### src/rtl/game_sequencer.sv
// Play-flow controller for Frogger: IDLE -> START -> RUNNING, with HIT / LEVEL pauses and OVER.
// Latency: every output is a flop; input effects appear one clock after the sampling edge.
// Backpressure: none; level and pulse inputs are sampled every clock and ignored outside IDLE/RUNNING/OVER rules.
//
// Ports:
//   i_Clk, i_Rst_L         clock and async active-low reset
//   i_Start                all four switches pressed (level)
//   i_Has_Collided         collision level from Collisions
//   i_Level_Up             one-cycle pulse when the frog reaches the top row
//   o_Game_Active          high only while RUNNING (gates frog movement)
//   o_Freeze               high in START/HIT/LEVEL/OVER (halts obstacles)
//   o_Frog_Reset           one-cycle pulse on entry to START/HIT/LEVEL
//   o_Lives, o_Level       lives and level counters
//   o_Game_Over            high in OVER
//   o_State                raw state encoding for debug/LEDs
module game_sequencer #(
    parameter int unsigned c_LIVES_INI   = 3,
    parameter int unsigned c_MAX_LEVEL   = 9,
    parameter int unsigned c_START_DELAY = 25_000_000,
    parameter int unsigned c_HIT_FREEZE  = 12_500_000,
    parameter int unsigned c_LEVEL_PAUSE = 12_500_000,
    parameter int unsigned c_OVER_HOLD   = 50_000_000
) (
    input  logic       i_Clk,
    input  logic       i_Rst_L,
    input  logic       i_Start,
    input  logic       i_Has_Collided,
    input  logic       i_Level_Up,
    output logic       o_Game_Active,
    output logic       o_Freeze,
    output logic       o_Frog_Reset,
    output logic [1:0] o_Lives,
    output logic [3:0] o_Level,
    output logic       o_Game_Over,
    output logic [2:0] o_State
);

    typedef enum logic [2:0] {
        S_IDLE    = 3'd0,
        S_START   = 3'd1,
        S_RUNNING = 3'd2,
        S_HIT     = 3'd3,
        S_LEVEL   = 3'd4,
        S_OVER    = 3'd5
    } state_t;

    // Timer load values: a state entered with dwell-1 exits on the cycle the
    // timer reads zero, so it is visible for exactly dwell cycles.
    localparam logic [25:0] START_LOAD = 26'(c_START_DELAY - 1);
    localparam logic [25:0] HIT_LOAD   = 26'(c_HIT_FREEZE - 1);
    localparam logic [25:0] LEVEL_LOAD = 26'(c_LEVEL_PAUSE - 1);
    localparam logic [25:0] OVER_LOAD  = 26'(c_OVER_HOLD - 1);
    localparam logic [1:0]  LIVES_INI  = 2'(c_LIVES_INI);
    localparam logic [3:0]  MAX_LEVEL  = 4'(c_MAX_LEVEL);

    // State register kept as a plain vector so encodings 6/7 are
    // representable and can be recovered from.
    logic [2:0]  state_q;
    state_t      state_d;
    logic [25:0] timer_q, timer_d;
    logic [1:0]  lives_q, lives_d;
    logic [3:0]  level_q, level_d;
    logic        expired;

    logic game_active_q, freeze_q, frog_reset_q, game_over_q;

    assign expired = (timer_q == 26'd0);

    always_comb begin
        state_d = S_IDLE;
        timer_d = expired ? timer_q : timer_q - 26'd1;
        lives_d = lives_q;
        level_d = level_q;

        case (state_q)
            S_IDLE: begin
                lives_d = LIVES_INI;
                level_d = 4'd1;
                if (i_Start) begin
                    state_d = S_START;
                    timer_d = START_LOAD;
                end else begin
                    state_d = S_IDLE;
                end
            end

            S_START: begin
                state_d = expired ? S_RUNNING : S_START;
            end

            S_RUNNING: begin
                // Collision outranks level-up; a simultaneous level-up is dropped.
                if (i_Has_Collided) begin
                    lives_d = lives_q - 2'd1;
                    if (lives_q == 2'd1) begin
                        state_d = S_OVER;
                        timer_d = OVER_LOAD;
                    end else begin
                        state_d = S_HIT;
                        timer_d = HIT_LOAD;
                    end
                end else if (i_Level_Up) begin
                    state_d = S_LEVEL;
                    timer_d = LEVEL_LOAD;
                    if (level_q < MAX_LEVEL) begin
                        level_d = level_q + 4'd1;
                    end
                end else begin
                    state_d = S_RUNNING;
                end
            end

            S_HIT: begin
                state_d = expired ? S_RUNNING : S_HIT;
            end

            S_LEVEL: begin
                state_d = expired ? S_RUNNING : S_LEVEL;
            end

            S_OVER: begin
                // Requiring i_Start low after the hold stops a held switch
                // from immediately starting another game.
                if (expired && !i_Start) begin
                    state_d = S_IDLE;
                    lives_d = LIVES_INI;
                    level_d = 4'd1;
                end else begin
                    state_d = S_OVER;
                end
            end

            default: begin
                state_d = S_IDLE;
                timer_d = 26'd0;
                lives_d = LIVES_INI;
                level_d = 4'd1;
            end
        endcase
    end

    always_ff @(posedge i_Clk or negedge i_Rst_L) begin
        if (!i_Rst_L) begin
            state_q       <= S_IDLE;
            timer_q       <= 26'd0;
            lives_q       <= LIVES_INI;
            level_q       <= 4'd1;
            game_active_q <= 1'b0;
            freeze_q      <= 1'b0;
            frog_reset_q  <= 1'b0;
            game_over_q   <= 1'b0;
        end else begin
            state_q       <= state_d;
            timer_q       <= timer_d;
            lives_q       <= lives_d;
            level_q       <= level_d;
            // Flag outputs are decoded from the next state so they line up
            // with the state register rather than lagging it by a cycle.
            game_active_q <= (state_d == S_RUNNING);
            freeze_q      <= (state_d == S_START) || (state_d == S_HIT) ||
                             (state_d == S_LEVEL) || (state_d == S_OVER);
            frog_reset_q  <= (state_d != state_t'(state_q)) &&
                             ((state_d == S_START) || (state_d == S_HIT) ||
                              (state_d == S_LEVEL));
            game_over_q   <= (state_d == S_OVER);
        end
    end

    assign o_Game_Active = game_active_q;
    assign o_Freeze      = freeze_q;
    assign o_Frog_Reset  = frog_reset_q;
    assign o_Lives       = lives_q;
    assign o_Level       = level_q;
    assign o_Game_Over   = game_over_q;
    assign o_State       = state_q;

endmodule

### config.mk
export PLATFORM = sky130hd
export DESIGN_NAME = game_sequencer
export DESIGN_NICKNAME = d
export VERILOG_FILES = /design/src/rtl/game_sequencer.sv
export SDC_FILE = /design/constraint.sdc
export NUM_CORES = 1
export LEC_CHECK = 0
export ABC_CLOCK_PERIOD_IN_PS = 2090
export BUFFER_PORTS_ARGS = -buffer_cell sky130_fd_sc_hd__clkbuf_2
export CAP_MARGIN = 10
export CORE_UTILIZATION = 54
export DETAILED_ROUTE_END_ITERATION = 7
export GPL_ROUTABILITY_DRIVEN = 0
export PLACE_DENSITY_LB_ADDON = 0.05
export SLEW_MARGIN = 20
export SYNTH_ARGS = -nofsm -noshare
export SYNTH_HDL_FRONTEND = slang
export SYNTH_SLANG_ARGS = --single-unit
### constraint.sdc
create_clock -name i_Clk -period 2.09 [get_ports i_Clk]
set_input_delay 0.418 -clock i_Clk [delete_from_list [all_inputs] [get_ports i_Clk]]
set_output_delay 0.418 -clock i_Clk [all_outputs]
set_load 0.05 [all_outputs]
==> flow_summary.yaml <==
run_status:
  status: "finished, final reports clean"
routing:
  routedWlPerCell_microns: 16.8
  drcViolationCount: 0
  ant_nets: 0
  drt-initial-drc-count: 181
  drt_pass1_iterations: 4
  via_count: 2228
  vias_per_cell: 6.09
  wl_microns: 6160
finish:
  diodes: 0
  syn2layout_area_growth_pct: 27.0
  final_nets: 324
  layout-drive-gt1-share_pct: 31.3
critical_path:
  startpoint: "timer_q[0]"
  cp_slowest_cell: "o211ai_1"
  crit_cells: 8
  r2r_cells: 8
  critPathTopFamily: "compound AO/OA/AOI/OAI gates"
  cp.required_ns: 2.30
  crit_buf_inv: 2
  cp_data_arrival_time_ns: 2.27
  crit_chain: "inv_1, ha_1, nor3b_4, nand4_4, o211ai_1, buf_4, o21ai_0, a31oi_1"
  cp-start-kind: "flip-flop"
  cpPeakStageDelay_ns: 0.45
  cp_max_fo: 5
  end_kind: "flip-flop"
  path_class: "flip-flop to flip-flop"
  r2r-start: "timer_q[0]"
clocking:
  cts_root_buf: "clkbuf_8"
  insertion_delay_ns: 0.30
  cts_tree: "done"
  cts_buffers: 5
  clk_path_buf_depth: 2
  cts_hold_buf: 0
  cts_sinks: 39
  clk_pin_slew_ns: 0.08
  htree_num_levels: 2
pwr:
  power.total_mw: 2.26
  powerDensity_mw_per_mm2: 755
  vdd_drop_max_v: 0.000419
  p_leak_nw: 1.25
global_route:
  grt_pass1_wl_microns: 9420
  grt_start_max_net_pins: 17
  antenna_found_initial: 0
  gr-usage-met3_pct: 4.50
  grt-busiest-layer: "met2"
  grt_util_met2_pct: 42.0
  grt_pass1_vias: 1928
  met1_usage_pct: 41.1
  track_usage_pct: 28.1
  grt_overflow: 0
floorplan:
  rows: 23
  die_w_microns: 68.1
  core_sq_mm: 0.00409
  ioPinCount: 18
  start_util_pct: 57.7
  dieArea_sq_mm: 0.00463
  die_h_microns: 68.1
timing:
  tightest_slew_ns: 0.627
  slew_violations: 0
  layout_min_cycle_time_ns: 2.06
  clock_skew_ns: 0.00758
  finalSetupViolations: 0
  rsz0062_at_grt: "yes"
  hold_viol_final: 0
  whs_ns: 0.0121
  maxSlewHeadroom_pct: 57.7
  final.period_utilization_pct: 98.3
  max_freq_mhz: 487
min_path:
  hold_path_class: "primary input to asynchronous set/reset pin"
synth:
  synth.most_common_cell: "dfrtp_1"
  synthTopCellsByArea: "dfrtp_1, a21oi_1, o21ai_0"
  synthFlopType: "dfrtp_1"
  ys_async_sr_fraction_pct: 100
  ys_types: 54
  synth-edff-count: 0
  synth_cells: 259
  synth_area_leader_cell: "dfrtp_1"
  synth_nets: 268
  syn-cell-area_sq_mm: 0.00236
  seq_area_frac_synth_pct: 41.6
  yosysWarnings: 0
  ys_ff_latch: 39
  postSynthAreaPerCell_sq_um: 9.10
  synth_top_area_share_pct: 38.2
  synth_common_cells: "dfrtp_1, a21oi_1, nand2_1, o21ai_0, nor2_1"
place:
  hpwl_microns: 4480
  portBuffers: 17
job:
  cap_violations: 0
[registers in the layout (all words and copies together), names as in the netlist]
name           cells
timer_q           26
o_Level            4
o_State            3
o_Lives            2
o_Freeze           1
o_Frog_Reset       1
o_Game_Active      1
o_Game_Over        1
[where the power goes]
| group | switching (mW) | leakage, nW | total, mW | internal, mW |
|---|---|---|---|---|
| clock | 0.281 | 0.0612 | 0.668 | 0.386 |
| combinational | 0.305 | 0.723 | 0.625 | 0.320 |
| sequential | 0.0977 | 0.469 | 0.968 | 0.871 |
| total | 0.684 | 1.25 | 2.26 | 1.58 |
[cell type report]
type	instances	area, sq um
fill	303	1090
tap	50	62.6
multi-input combinational	197	1370
inverter	10	37.5
clock inverter	2	35.0
timing repair buffer	62	423
clock buffer	6	82.6
sequential	39	983
[metal layers]
metal	routed length, microns	vias up
met5	0	-
met3	316	6
li1	-	1069
met2	2840	69
met1	2930	1084
met4	68	0
[final timing paths]
| path | end | slack (ns) |
|---|---|---|
| hold / removal | timer_q[25] | 0.01 |
| setup reg to reg | timer_q[13] | 0.03 |
| min in group i_Clk | o_Lives[0] | 0.51 |
| max in group asynchronous | timer_q[14] | 1.52 |
| setup / recovery | timer_q[13] | 0.03 |
| hold reg to reg | o_Lives[1] | 0.54 |
[cells in the final DEF (no fill, tap or decap), drive strengths merged, types with 2 or more instances in the layout]
cell type and count:
nor3b 4, or4 5, xnor2 5, nand2 18, a41oi 2, and2 6
a211oi 2, nor2 17, o211ai 6, clkbuf 23, ha 4, inv 10
dfrtp 36, nor2b 5, a21oi 18, xor2 9, dfstp 3, o21a 2
o21ai 19, and4 2, mux2i 2, o2111ai 3, nand3 7, or3 12
nand4 3, nand2b 4, o31ai 4, buf 45, nor4 5, or2 5
a31oi 10, nor3 6
[logic make-up (layout without fill, tap and decap cells)]
family          after synthesis  after routing  synth area share (%)
simple gates                103            103                  26.1
flops                        39             39                  41.6
mux                           3              3                  1.33
buf+inv                      23             80                  3.87
xor+xnor                     14             14                  5.20
compound gates               73             73                  19.9
fa+ha+maj                     4              4                  2.12
[metrics by stage]
step | setup TNS (ns) | utilization (%) | area, sq um | setup WS (ns) | instances
floorplan | 0 | - | 2370 | 0.101 | 259
global placement | 0 | 66.1 | 2700 | 0.0373 | 345
detailed placement | -0.0724 | 66.1 | 2700 | -0.0415 | 345
CTS | 0 | 69.4 | 2840 | 0.0348 | 354
global route | -0.248 | 73.3 | 2990 | -0.0792 | 366
finish | 0 | 73.3 | 2990 | 0.0346 | 366
[repair_timing]
| item | in CTS | in global routing |
|---|---|---|
| hold endpoints to repair | 0 | 0 |
| gates resized for setup | 2 | 17 |
| endpoints found under the setup margin | 4 | 22 |
| pin swaps | 1 | 6 |
| setup buffers | 1 | 12 |
No activity file was read; power rests on OpenSTA's default activity.
